[src/rtl/alu_ctrl_stage.sv]
// alu_ctrl_stage
//   Registered ALU-control stage sitting on the ID/EX boundary. Decodes the
//   main-decoder class (ALUOp) plus funct3/funct7 into the ALU Operation code,
//   holds it with stall/flush/valid tracking, and flags and counts unsupported
//   encodings with a saturating counter.
//
// Ports
//   clk          rising-edge clock
//   reset        asynchronous, active-high reset
//   in_valid     ID stage presents a valid instruction
//   ALUOp        00 mem/addr, 01 branch, 10 R-type, 11 I-type ALU
//   Funct3       instruction funct3
//   Funct7       instruction funct7 (I-type: imm[11:5])
//   stall        hold register contents
//   flush        replace register contents with a bubble
//   out_valid    registered valid
//   Operation    registered ALU Operation code (all ones = bubble/illegal)
//   illegal      registered: the held op was unsupported
//   illegal_cnt  saturating count of accepted illegal ops
module alu_ctrl_stage #(
   parameter int unsigned OPCODE_LENGTH = 4,
   parameter int unsigned CNT_WIDTH     = 8
) (
   input  logic                     clk,
   input  logic                     reset,
   input  logic                     in_valid,
   input  logic [1:0]               ALUOp,
   input  logic [2:0]               Funct3,
   input  logic [6:0]               Funct7,
   input  logic                     stall,
   input  logic                     flush,
   output logic                     out_valid,
   output logic [OPCODE_LENGTH-1:0] Operation,
   output logic                     illegal,
   output logic [CNT_WIDTH-1:0]     illegal_cnt
);

   typedef enum logic [3:0] {
      OP_AND    = 4'b0000,
      OP_OR     = 4'b0001,
      OP_ADD    = 4'b0010,
      OP_SUB    = 4'b0011,
      OP_XOR    = 4'b0100,
      OP_SLL    = 4'b0101,
      OP_SRL    = 4'b0110,
      OP_SLT    = 4'b0111,
      OP_EQ     = 4'b1000,
      OP_SRA    = 4'b1001,
      OP_BUBBLE = 4'b1111
   } alu_op_e;

   alu_op_e dec_op;
   logic    dec_ill;
   logic    f7_zero;
   logic    f7_alt;

   assign f7_zero = (Funct7 == 7'b0000000);
   assign f7_alt  = (Funct7 == 7'b0100000);

   // Next-state decode only; never reaches the outputs without the register.
   always_comb begin
      dec_op  = OP_BUBBLE;
      dec_ill = 1'b0;
      case (ALUOp)
         2'b00: dec_op = OP_ADD;
         2'b01: begin
            // Branch sense (BNE/BGE) is inverted downstream.
            case (Funct3)
               3'b000, 3'b001: dec_op  = OP_EQ;
               3'b100, 3'b101: dec_op  = OP_SLT;
               default:        dec_ill = 1'b1;
            endcase
         end
         2'b10: begin
            case (Funct3)
               3'b000: begin
                  if (f7_zero)     dec_op  = OP_ADD;
                  else if (f7_alt) dec_op  = OP_SUB;
                  else             dec_ill = 1'b1;
               end
               3'b101: begin
                  if (f7_zero)     dec_op  = OP_SRL;
                  else if (f7_alt) dec_op  = OP_SRA;
                  else             dec_ill = 1'b1;
               end
               // Remaining R-type ops only exist with funct7 all zero.
               3'b111: if (f7_zero) dec_op = OP_AND; else dec_ill = 1'b1;
               3'b110: if (f7_zero) dec_op = OP_OR;  else dec_ill = 1'b1;
               3'b100: if (f7_zero) dec_op = OP_XOR; else dec_ill = 1'b1;
               3'b001: if (f7_zero) dec_op = OP_SLL; else dec_ill = 1'b1;
               3'b010: if (f7_zero) dec_op = OP_SLT; else dec_ill = 1'b1;
               default: dec_ill = 1'b1;
            endcase
         end
         default: begin
            // I-type: Funct7 is immediate bits, only shifts interpret it.
            case (Funct3)
               3'b000: dec_op = OP_ADD;
               3'b111: dec_op = OP_AND;
               3'b110: dec_op = OP_OR;
               3'b100: dec_op = OP_XOR;
               3'b010: dec_op = OP_SLT;
               3'b001: if (f7_zero) dec_op = OP_SLL; else dec_ill = 1'b1;
               3'b101: begin
                  if (f7_zero)     dec_op  = OP_SRL;
                  else if (f7_alt) dec_op  = OP_SRA;
                  else             dec_ill = 1'b1;
               end
               default: dec_ill = 1'b1;
            endcase
         end
      endcase
      if (dec_ill)
         dec_op = OP_BUBBLE;
   end

   // flush > stall > load
   always_ff @(posedge clk or posedge reset) begin
      if (reset) begin
         out_valid   <= 1'b0;
         Operation   <= '1;
         illegal     <= 1'b0;
         illegal_cnt <= '0;
      end else if (flush) begin
         out_valid <= 1'b0;
         Operation <= '1;
         illegal   <= 1'b0;
      end else if (!stall) begin
         out_valid <= in_valid;
         if (in_valid) begin
            Operation <= dec_ill ? '1 : OPCODE_LENGTH'(dec_op);
            illegal   <= dec_ill;
            if (dec_ill && (illegal_cnt != '1))
               illegal_cnt <= illegal_cnt + 1'b1;
         end else begin
            Operation <= '1;
            illegal   <= 1'b0;
         end
      end
   end

endmodule

[config.mk]
export PLATFORM = sky130hd
export DESIGN_NAME = alu_ctrl_stage
export DESIGN_NICKNAME = d
export VERILOG_FILES = /design/src/rtl/alu_ctrl_stage.sv
export SDC_FILE = /design/constraint.sdc
export NUM_CORES = 1
export LEC_CHECK = 0
export BUFFER_PORTS_ARGS = -buffer_cell sky130_fd_sc_hd__buf_4
export CORE_MARGIN = 4
export CORE_UTILIZATION = 26
export DETAILED_ROUTE_END_ITERATION = 10
export GPL_ROUTABILITY_DRIVEN = 1
export GPL_TIMING_DRIVEN = 1
export PLACE_DENSITY = 0.44
export SKIP_CTS_REPAIR_TIMING = 1
export SYNTH_ARGS = -nofsm -noshare
export SYNTH_HDL_FRONTEND = slang
export SYNTH_SLANG_ARGS = --single-unit
[constraint.sdc]
create_clock -name clk -period 1.55 [get_ports clk]
set_input_delay 0.31 -clock clk [delete_from_list [all_inputs] [get_ports clk]]
set_output_delay 0.31 -clock clk [all_outputs]
set_load 0.02 [all_outputs]
* Word level (Yosys, flattened, before mapping) *
Index checks and enable logic that the tools add are counted.
Widths: inputs -> output; s select.

operators by class
  add/sub/neg operators = 1
  equality and inequality tests = 11
  mux-type cells = 29
  bitwise operators = 2
  reduce and logical (&&, ||, !) cells = 11

operator list
  kind                 number
  $pmux 4 s7           2
  $mux 4               12
  $eq 3x3->1 const B   4
  $pmux 4 s3           1
  $reduce_or 5->1      2
  $mux 1               9
  $add 8x1->8 const B  1
  $ne 8x8->1 const B   1
  $pmux 4 s2           1
  $eq 7x6->1 const B   1
  $logic_not 7->1      1
  $pmux 1 s3           2
  $reduce_or 2->1      3
  $reduce_and 4->1     1
  $reduce_or 4->1      1
  $eq 3x1->1 const B   1
  $eq 3x2->1 const B   1
  $logic_not 3->1      1
  $mux 3               1
  $eq 2x1->1 const B   1
  $eq 2x2->1 const B   1
  $logic_not 2->1      1
  $ne 2x1->1 const B   1
  $not 1->1            2
  2 further kinds      2

storage, ports and cells
  register bits after elaboration = 14
  word-level logic and storage cells = 58

* Depth between registers and ports, before layout *
Gate-level depths: netlist of the first run.

  depth after elaboration = 9
  gate-level depth with buffers = 7
  mapped depth without buffers = 6

* Worst setup path after synthesis of the first run *
No wires, ideal clock.

  path kind = flip-flop to flip-flop
  start = register illegal_cnt[0]
  end = register illegal_cnt[1]
  library setup time = 0.125 ns
  arrival time = 1.610 ns
  path slack = -0.185 ns
  cell stages (with the launch flop) = 6
  path buffers = 0
  cell sequence = dfrtp_1 ha_1 nand2_1 or3_1 and3_4 mux2_4

on the way
  longest elaborated chain between the ends = 3

RTL lines
  element                                              RTL line  RTL
  start: declaration                                   35        output logic [CNT_WIDTH-1:0] illegal_cnt
  start signal: assignment                             134       illegal_cnt <= illegal_cnt + 1'b1;
  branches (longest 3 deep; another with $add 8x1->8)  --

Parallel ways; which one is timed is not known.
A chain may end at the register's enable or synchronous reset.

* Worst setup path in the final report of the first run *
  start = input Funct7[1]
  end = register illegal_cnt[1]

on the way
  longest elaborated chain between the ends = 7

RTL lines
  element                                   RTL line     RTL
  start: declaration                        29           input logic [6:0] Funct7,
  $eq 7x6->1                                58           assign f7_alt = (Funct7 == 7'b0100000);
  $mux 1                                    78, 83, 106
  $mux 1                                    77           if (f7_zero) dec_op = OP_ADD;
  $pmux 1 s3 or $pmux 1 s2 (tied branches)  97, 75
  $pmux 1 s3 (*)                            64           case (ALUOp)
  $logic_and 1x1->1 (*)                     133          if (dec_ill && (illegal_cnt != '1))
  $reduce_and 4->1 (no line) (*)            --

Mark *: on every way between the ends. The rest lies on a longest branch, timed or not.

==> results of run 1 <==
-- where the power goes --
group / switching (mW) / internal (mW)
logic: 0.285 / 0.287
registers: 0.0426 / 0.429
clock network: 0.133 / 0.225
total: 0.460 / 0.940
-- how the worst min path moves through the flow --
stage                end  slack [ns]  cells past startpoint
2_1_floorplan    illegal        0.20                      1
3_5_place_dp   out_valid        0.40                      2
6_report       out_valid        0.11                      2
3_3_place_gp   out_valid        0.40                      2
5_1_grt        out_valid        0.18                      2
4_1_cts        out_valid        0.14                      2
-- flip-flops by register name, summed over array words and instances (netlist names) --
name / cells
Operation: 4
illegal: 1
illegal_cnt: 8
out_valid: 1
-- synth_stat cells, types with 2 or more instances --
master                     instances
sky130_fd_sc_hd__buf_2             2
sky130_fd_sc_hd__nand2_1           6
sky130_fd_sc_hd__dfstp_2           4
sky130_fd_sc_hd__o211ai_1          2
sky130_fd_sc_hd__and3_1            3
sky130_fd_sc_hd__or2_2             2
sky130_fd_sc_hd__nand3_1           4
sky130_fd_sc_hd__xnor2_1           4
sky130_fd_sc_hd__inv_1             6
sky130_fd_sc_hd__a31oi_1           5
sky130_fd_sc_hd__clkbuf_1          4
sky130_fd_sc_hd__o21ai_0           8
sky130_fd_sc_hd__a21oi_1          11
sky130_fd_sc_hd__dfrtp_1          10
sky130_fd_sc_hd__mux2i_1           2
sky130_fd_sc_hd__a41oi_1           3
sky130_fd_sc_hd__nand4_1           4
sky130_fd_sc_hd__nor2b_1           5
sky130_fd_sc_hd__nor2_1           11
-- through the flow --
stage | instances | setup WS, ns | TNS (ns)
2_1_floorplan | 113 | -0.161 | -0.437
3_3_place_gp | 202 | -0.285 | -2.63
3_5_place_dp | 202 | -0.293 | -2.65
4_1_cts | 206 | -0.0361 | -0.0371
5_1_grt | 206 | -0.104 | -0.475
6_report | 206 | -0.0237 | -0.0237
-- area by class of cell --
cell class,instances,area [µm²]
clock buffer,4,55.1
fill,349,1970
inverter,6,22.5
multi-input combinational,87,596
sequential,14,358
tap,46,57.6
timing repair buffer,49,383
-- cells by family (layout without fill, tap and decap cells) --
group / after synthesis / count (layout) / share of synthesized area
compound gates: 36 / 36 / 0.242
simple gates: 42 / 42 / 0.243
xor+xnor: 5 / 5 / 0.0457
flops: 14 / 14 / 0.371
mux: 3 / 3 / 0.0365
buf+inv: 12 / 59 / 0.0496
fa+ha+maj: 1 / 1 / 0.0131
-- layer usage --
layer  part of all wire  GRT usage  vias up
met5                  0          0        -
met4             0.0097     0.0438        0
met3              0.069     0.0162        2
met2               0.45      0.192       35
met1               0.47      0.168      495
li1                   -          -      513
-- worst max-delay path: stages --
cell	delay [ns]
sky130_fd_sc_hd__buf_6	0.09
sky130_fd_sc_hd__or4_4	0.54
sky130_fd_sc_hd__o221ai_2	0.15
sky130_fd_sc_hd__nand4_1	0.13
sky130_fd_sc_hd__and3_4	0.21
sky130_fd_sc_hd__mux2_4	0.29
==> results.json, run 1 <==
{
  "outcome": "finished, violations left",
  "violations": "negative setup slack",
  "synthTopCellsByArea": "sky130_fd_sc_hd__dfrtp_1, sky130_fd_sc_hd__dfstp_2, sky130_fd_sc_hd__a21oi_1",
  "drive_gt1_frac": 0.450,
  "worst_slew_pin_slew_ns": 0.552,
  "drc_errors": 0,
  "critical_path.reg2reg.startpoint": "illegal_cnt[6]",
  "area_growth_pct": 53.5,
  "drt-total-wl_um": 2670,
  "layout_common_cells": "sky130_fd_sc_hd__buf_4, sky130_fd_sc_hd__nor2_1, sky130_fd_sc_hd__a21oi_1",
  "ys_async_sr_fraction": 1.00,
  "clockBufferDepth": 2,
  "finalWorstPathRequiredPeriod_ns": 1.57,
  "timing.critical_path.to": "illegal_cnt[1]",
  "ff2ff_setup_slack_ns": 0.02,
  "slew-limit-headroom": 0.632,
  "synth_top_cell_by_area": "sky130_fd_sc_hd__dfrtp_1",
  "clock_tree_from_tritoncts": "done",
  "io_pins": 31,
  "share_of_the_synthesized_area_in_the_top_cell_type": 0.261,
  "layout.cells.most_common": "sky130_fd_sc_hd__buf_4",
  "clk-insertion-delay-late_ns": 0.24,
  "yosys_most_used_dff": "sky130_fd_sc_hd__dfrtp_1",
  "max_freq_mhz": 635,
  "final_net_count": 179,
  "critical_path.max_fanout": 3,
  "io_buffers": 30,
  "placement_rows": 21,
  "grt-ovfl-total": 0,
  "drt-vias-per-instance": 5.07,
  "hold_path.class": "input port to asynchronous set/reset pin",
  "cts.clk_slew.worst_paths_ns": 0.06,
  "final-max-slew-violation-count": 0,
  "totalPowerFinal_mw": 1.40,
  "final_critical_path_share_of_the_clock_period": 1.02,
  "power-per-cell-area_nw_per_um2": 952,
  "postRouteAntennaNets": 0,
  "die_width_um": 68.7,
  "worstSetupEndpointType": "flop",
  "synth.distinct_cells": 36,
  "cp-startpoint": "Funct7[1]",
  "timing.final.ws_setup_ns": -0.0237,
  "dp_hpwl_um": 2110,
  "warnings_from_yosys": 0,
  "synth.ff_latch_count": 14,
  "first_global_vias": 999,
  "core_um2": 3440,
  "skew_ns": 0.00202,
  "cts_root_buffer_type": "sky130_fd_sc_hd__clkbuf_8",
  "netlist_area_um2": 958,
  "grt_max_degree": 15,
  "worst_ep_arrival_time_ns": 1.70,
  "fin_area_um2": 1470,
  "synthesis.instances": 113,
  "setup_viol": 1,
  "regToRegEndpoint": "illegal_cnt[1]",
  "die_y_um": 68.7,
  "htree_levels": 1,
  "antenna_found_initial": 0,
  "die_area_um2": 4720,
  "worst_setup_path_start_kind": "input port",
  "synth_fp_nets": 131,
  "routed-via-count": 1045,
  "finalWeightedCongestion": 0.764,
  "post-route-util": 0.427,
  "irDropWorstVdd_v": 0.000313,
  "grt_pass1_wl_um": 4420,
  "drv.max_cap_violation_count": 0,
  "hold_slack_ns": 0.114,
  "tritoncts_sink_count": 14,
  "seq_area_frac_synth": 0.371,
  "placement.cell_area_um2": 1360,
  "grt_setup_unrepaired": "true",
  "combined_global_route_utilization_of_all_metal_layers": 0.121,
  "drt_iter0_markers": 57,
  "wl_per_cell_um": 12.9,
  "cts_buffers": 3,
  "initial_core_util": 0.278,
  "number_of_detailed_routing_iterations_run_before_antenna_repair": 4,
  "leakagePower_nw": 0.652,
  "insertedDiodeCount": 0,
  "path_class": "input port to flop",
  "critical_path_required_ns": 1.68,
  "synth_edf_count": 0,
  "avgSynthCellArea_um2": 8.48,
  "final_number_of_hold_violating_endpoints": 0,
  "worstRegToRegCells": 4
}
(Power assumes the default switching activity.)
==> run 2: changes to the inputs <==
--- a/config.mk
+++ b/config.mk
@@ -5,13 +5,13 @@
 export SDC_FILE = /design/constraint.sdc
 export NUM_CORES = 1
 export LEC_CHECK = 0
-export BUFFER_PORTS_ARGS = -buffer_cell sky130_fd_sc_hd__buf_4
 export CORE_MARGIN = 4
-export CORE_UTILIZATION = 26
+export CORE_UTILIZATION = 55
 export DETAILED_ROUTE_END_ITERATION = 10
+export DONT_BUFFER_PORTS = 1
 export GPL_ROUTABILITY_DRIVEN = 1
 export GPL_TIMING_DRIVEN = 1
-export PLACE_DENSITY = 0.44
+export PLACE_DENSITY = 0.69
 export SKIP_CTS_REPAIR_TIMING = 1
 export SYNTH_ARGS = -nofsm -noshare
 export SYNTH_HDL_FRONTEND = slang
==> results.json, run 2 (synthesis gave the netlist of run 1 again) <==
{
  "outcome": "finished, violations left",
  "violations": "negative setup slack",
  "drt_iter0_markers": 35,
  "largest_register_by_flop_count": "illegal_cnt",
  "worst_slew_pin_slew_ns": 0.559,
  "initial_core_util": 0.608,
  "critical_path_required_ns": 1.73,
  "insertedDiodeCount": 0,
  "final-max-slew-violation-count": 0,
  "cts_root_buffer_type": "sky130_fd_sc_hd__clkbuf_4",
  "io_pins": 31,
  "timing.final.ws_setup_ns": -0.00549,
  "drt-vias-per-instance": 6.50,
  "hold_path.class": "input port to flop",
  "die_y_um": 49.7,
  "n_fill_cell": 117,
  "largest_register_ff_count": 8,
  "grt-ovfl-total": 0,
  "largestRegisters": "illegal_cnt (8), Operation (4)",
  "final_number_of_hold_violating_endpoints": 0,
  "slew-limit-headroom": 0.627,
  "die_width_um": 49.7,
  "finalWeightedCongestion": 0.799,
  "htree_levels": 1,
  "path_class": "flop to flop",
  "grt_max_degree": 16,
  "leakagePower_nw": 0.470,
  "worst_setup_path_start_kind": "flop",
  "critical_path.max_fanout": 2,
  "worstSetupEndpointType": "flop",
  "cts.clk_slew.worst_paths_ns": 0.09,
  "routed-via-count": 923,
  "combined_global_route_utilization_of_all_metal_layers": 0.209,
  "power-per-cell-area_nw_per_um2": 1050,
  "power.net_switching_mw": 0.423,
  "wl_per_cell_um": 17.2,
  "first_global_vias": 870,
  "final_critical_path_share_of_the_clock_period": 1.00,
  "placement_rows": 14,
  "clock_tree_from_tritoncts": "done",
  "clock_power_share": 0.226,
  "grt_setup_unrepaired": "true",
  "hold_slack_ns": 0.0824,
  "drc_errors": 0,
  "postRouteAntennaNets": 0,
  "die_area_um2": 2470,
  "number_of_detailed_routing_iterations_run_before_antenna_repair": 4,
  "layout.cells.most_common": "sky130_fd_sc_hd__buf_4",
  "clockBufferDepth": 2,
  "final_net_count": 145,
  "grt_pass1_wl_um": 4030,
  "finalSetupTns_ns": -0.00549,
  "drive_gt1_frac": 0.278,
  "cellInternalPower_mw": 0.770,
  "irDropWorstVdd_v": 0.000795,
  "worst_ep_arrival_time_ns": 1.73,
  "core_um2": 1580,
  "dp_hpwl_um": 1750,
  "finalWorstPathRequiredPeriod_ns": 1.56,
  "drt-total-wl_um": 2450,
  "setup_viol": 1,
  "pwr-share-comb": 0.366,
  "drv.max_cap_violation_count": 0,
  "max_freq_mhz": 643,
  "clk-insertion-delay-late_ns": 0.29,
  "tritoncts_sink_count": 14,
  "cts_buffers": 3,
  "switching_share": 0.355,
  "area_growth_pct": 18.4,
  "layout_common_cells": "sky130_fd_sc_hd__buf_4, sky130_fd_sc_hd__nor2_1, sky130_fd_sc_hd__a21oi_1",
  "skew_ns": 0.00656,
  "io_buffers": 0,
  "antenna_found_initial": 0,
  "p_seq_frac": 0.408
}
-- run 2: cell count changes in the layout (fill, tap and decap cells not counted), sizes merged --
cell	previous run	this run
buf	49	14
dlygate4sd3	0	1
-- run 2: worst max-delay path, stage by stage (launching register included) --
cell and delay (ns):
sky130_fd_sc_hd__dfrtp_2 0.41, sky130_fd_sc_hd__ha_4 0.15, sky130_fd_sc_hd__nand2_2 0.06, sky130_fd_sc_hd__or3_4 0.33, sky130_fd_sc_hd__and3_4 0.20, sky130_fd_sc_hd__mux2_4 0.30
-- run 2: metal layers --
metal / GRT usage / share of wire / vias to the layer above / routed length [µm]
li1: - / - / 448 / -
met1: 0.280 / 0.42 / 422 / 1040
met2: 0.315 / 0.46 / 49 / 1120
met3: 0.0843 / 0.10 / 4 / 257
met4: 0.0461 / 0.012 / 0 / 30
met5: 0 / 0 / - / 0
-- run 2: layout make-up --
class | instances | area [µm²] | area share
multi-input combinational | 87 | 583 | 0.514
timing repair buffer | 15 | 115 | 0.101
sequential | 14 | 358 | 0.315
tap | 16 | 20.0 | 0.0176
inverter | 6 | 22.5 | 0.0198
clock buffer | 4 | 36.3 | 0.0320
-- run 2: stage by stage --
step	instances	total power, mW	worst slack [ns]	utilization	instance area [µm²]
2_1_floorplan	113	0.730	-0.161	-	961
3_3_place_gp	137	0.853	-0.154	0.673	1060
3_5_place_dp	137	0.867	-0.202	0.673	1060
4_1_cts	141	1.14	-0.0162	0.696	1100
5_1_grt	142	1.28	-0.0346	0.720	1130
6_report	142	1.19	-0.00549	0.720	1130
-- run 2: final timing paths --
check | from | end | slack, ns | cells past startpoint
setup reg to reg | illegal_cnt[1] | illegal_cnt[1] | -0.005 | 5
hold / removal | flush | out_valid | 0.08 | 1
hold reg to reg | Operation[3] | Operation[3] | 0.56 | 2
setup / recovery | illegal_cnt[1] | illegal_cnt[1] | -0.005 | 5
max in group asynchronous | reset | illegal_cnt[0] | 0.65 | 2
min in group asynchronous | reset | illegal_cnt[7] | 0.51 | 2
-- run 2: power groups by stage --
stage	sequential, mW	combinational [mW]	clock [mW]
floorplan	0.561	0.170	0
global placement	0.468	0.385	0
detailed placement	0.473	0.394	0
CTS	0.468	0.398	0.271
global route	0.494	0.486	0.298
finish	0.487	0.437	0.270
==> run 3: changes to the inputs <==
--- a/config.mk
+++ b/config.mk
@@ -5,12 +5,14 @@
 export SDC_FILE = /design/constraint.sdc
 export NUM_CORES = 1
 export LEC_CHECK = 0
+export CAP_MARGIN = 20
 export CORE_MARGIN = 4
 export CORE_UTILIZATION = 55
 export DETAILED_ROUTE_END_ITERATION = 10
 export DONT_BUFFER_PORTS = 1
 export GPL_ROUTABILITY_DRIVEN = 1
 export GPL_TIMING_DRIVEN = 1
+export MAX_ROUTING_LAYER = met4
 export PLACE_DENSITY = 0.69
 export SKIP_CTS_REPAIR_TIMING = 1
 export SYNTH_ARGS = -nofsm -noshare
==> results.json, run 3 (synthesis gave the netlist of run 1 again) <==
{
  "outcome": "finished, violations left",
  "violations": "negative setup slack",
  "path_class": "flop to flop",
  "leakagePower_nw": 0.470,
  "largest_register_by_flop_count": "illegal_cnt",
  "final-max-slew-violation-count": 0,
  "critical_path_required_ns": 1.73,
  "die_area_um2": 2470,
  "largest_register_ff_count": 8,
  "slew-limit-headroom": 0.628,
  "first_global_vias": 865,
  "initial_core_util": 0.608,
  "slowest_stage": "sky130_fd_sc_hd__dfrtp_2",
  "tritoncts_sink_count": 14,
  "power.net_switching_mw": 0.426,
  "fin_area_um2": 1130,
  "htree_levels": 1,
  "max_freq_mhz": 643,
  "worstSetupEndpointType": "flop",
  "largestRegisters": "illegal_cnt (8), Operation (4)",
  "drt_iter0_markers": 36,
  "cts.clk_slew.worst_paths_ns": 0.09,
  "finalWorstPathRequiredPeriod_ns": 1.55,
  "clockBufferDepth": 2,
  "worstRegToRegCells": 5,
  "antenna_found_initial": 0,
  "cp-startpoint": "illegal_cnt[1]",
  "core_um2": 1580,
  "timing.critical_path.to": "illegal_cnt[1]",
  "skew_ns": 0.00757,
  "grt-ovfl-total": 0,
  "combined_global_route_utilization_of_all_metal_layers": 0.215,
  "hold_slack_ns": 0.0821,
  "irDropWorstVdd_v": 0.000800,
  "final_net_count": 145,
  "layout_common_cells": "sky130_fd_sc_hd__buf_4, sky130_fd_sc_hd__nor2_1, sky130_fd_sc_hd__a21oi_1",
  "grt_setup_unrepaired": "true",
  "finalWeightedCongestion": 0.810,
  "io_buffers": 0,
  "die_width_um": 49.7,
  "dp_hpwl_um": 1750,
  "final_critical_path_share_of_the_clock_period": 1.00,
  "timing.final.ws_setup_ns": -0.00499,
  "area_growth_pct": 18.4,
  "clk-insertion-delay-late_ns": 0.29,
  "switching_share": 0.356,
  "pwr-share-comb": 0.365,
  "worst_setup_path_start_kind": "flop",
  "cellInternalPower_mw": 0.769,
  "worst_ep_arrival_time_ns": 1.73,
  "die_y_um": 49.7,
  "cp_cell_sequence": "ha_4 -> nand2_2 -> or3_4 -> and3_4 -> mux2_4",
  "drv.max_cap_violation_count": 0,
  "p_seq_frac": 0.408,
  "setup_viol": 1,
  "cp_slowest_stage_delay_ns": 0.41,
  "wl_per_cell_um": 17.4,
  "drc_errors": 0,
  "drive_gt1_frac": 0.278,
  "worst_slew_pin_slew_ns": 0.557,
  "cts_buffers": 3,
  "placement_rows": 14,
  "ff2ff_setup_slack_ns": -0.005,
  "critical_path.max_fanout": 2,
  "clock_power_share": 0.227,
  "postRouteAntennaNets": 0,
  "hold_path.class": "input port to flop",
  "drt-vias-per-instance": 6.54,
  "final_number_of_hold_violating_endpoints": 0,
  "drt-total-wl_um": 2480,
  "routed-via-count": 928,
  "layout.cells.most_common": "sky130_fd_sc_hd__buf_4",
  "clock_tree_from_tritoncts": "done",
  "regToRegEndpoint": "illegal_cnt[1]",
  "post-route-util": 0.720,
  "grt_pass1_wl_um": 4040,
  "io_pins": 31,
  "cts_root_buffer_type": "sky130_fd_sc_hd__clkbuf_4",
  "number_of_detailed_routing_iterations_run_before_antenna_repair": 4,
  "insertedDiodeCount": 0,
  "power-per-cell-area_nw_per_um2": 1050,
  "placement.cell_area_um2": 1060,
  "critical_path.reg2reg.startpoint": "illegal_cnt[1]",
  "grt_max_degree": 16
}
-- run 3: cell counts in the layout (fill, tap and decap cells not counted) --
No cell type changed its count.
-- run 3: worst min-delay path by stage --
stage	depth (start not counted)	slack, ns	to	startpoint
after CTS	1	-0.04	illegal_cnt[5]	reset
after detailed placement	1	0.26	out_valid	reset
after global placement	1	0.26	out_valid	reset
final	1	0.08	out_valid	flush
after floorplan	1	0.20	illegal	reset
after global routing	1	0.07	out_valid	flush
-- run 3: cell type report --
class | instances | area (µm²)
Timing Repair Buffer | 15 | 115
Clock buffer | 4 | 36.3
Inverter | 6 | 22.5
Tap cell | 16 | 20.0
Multi-Input combinational cell | 87 | 583
Fill cell | 117 | 442
Sequential cell | 14 | 358
-- run 3: critical path: cells and delay by family (launching register included) --
family | cells | cell delay (ns)
simple gates | 3 | 0.59
flops | 1 | 0.41
mux | 1 | 0.30
fa+ha+maj | 1 | 0.15
-- run 3: power groups by stage --
stage	registers, mW	clock network, mW	logic (mW)
after global placement	0.468	0	0.385
after CTS	0.468	0.271	0.398
after floorplan	0.561	0	0.170
final	0.487	0.272	0.436
after detailed placement	0.473	0	0.394
after global routing	0.494	0.298	0.486
-- run 3: metal layers --
metal,GRT usage,routed length [µm],up-vias
li1,-,-,447
met1,0.282,1020,414
met2,0.315,1130,65
met3,0.0843,325,2
met4,0.0461,8,0
met5,-,0,-
-- run 3: per-stage QoR --
stage / setup TNS [ns] / std cells / power, mW / setup WS [ns]
floorplan: -0.437 / 113 / 0.730 / -0.161
global placement: -0.776 / 137 / 0.853 / -0.154
detailed placement: -1.22 / 137 / 0.867 / -0.202
CTS: -0.0162 / 141 / 1.14 / -0.0162
global route: -0.0583 / 142 / 1.28 / -0.0327
finish: -0.00499 / 142 / 1.20 / -0.00499
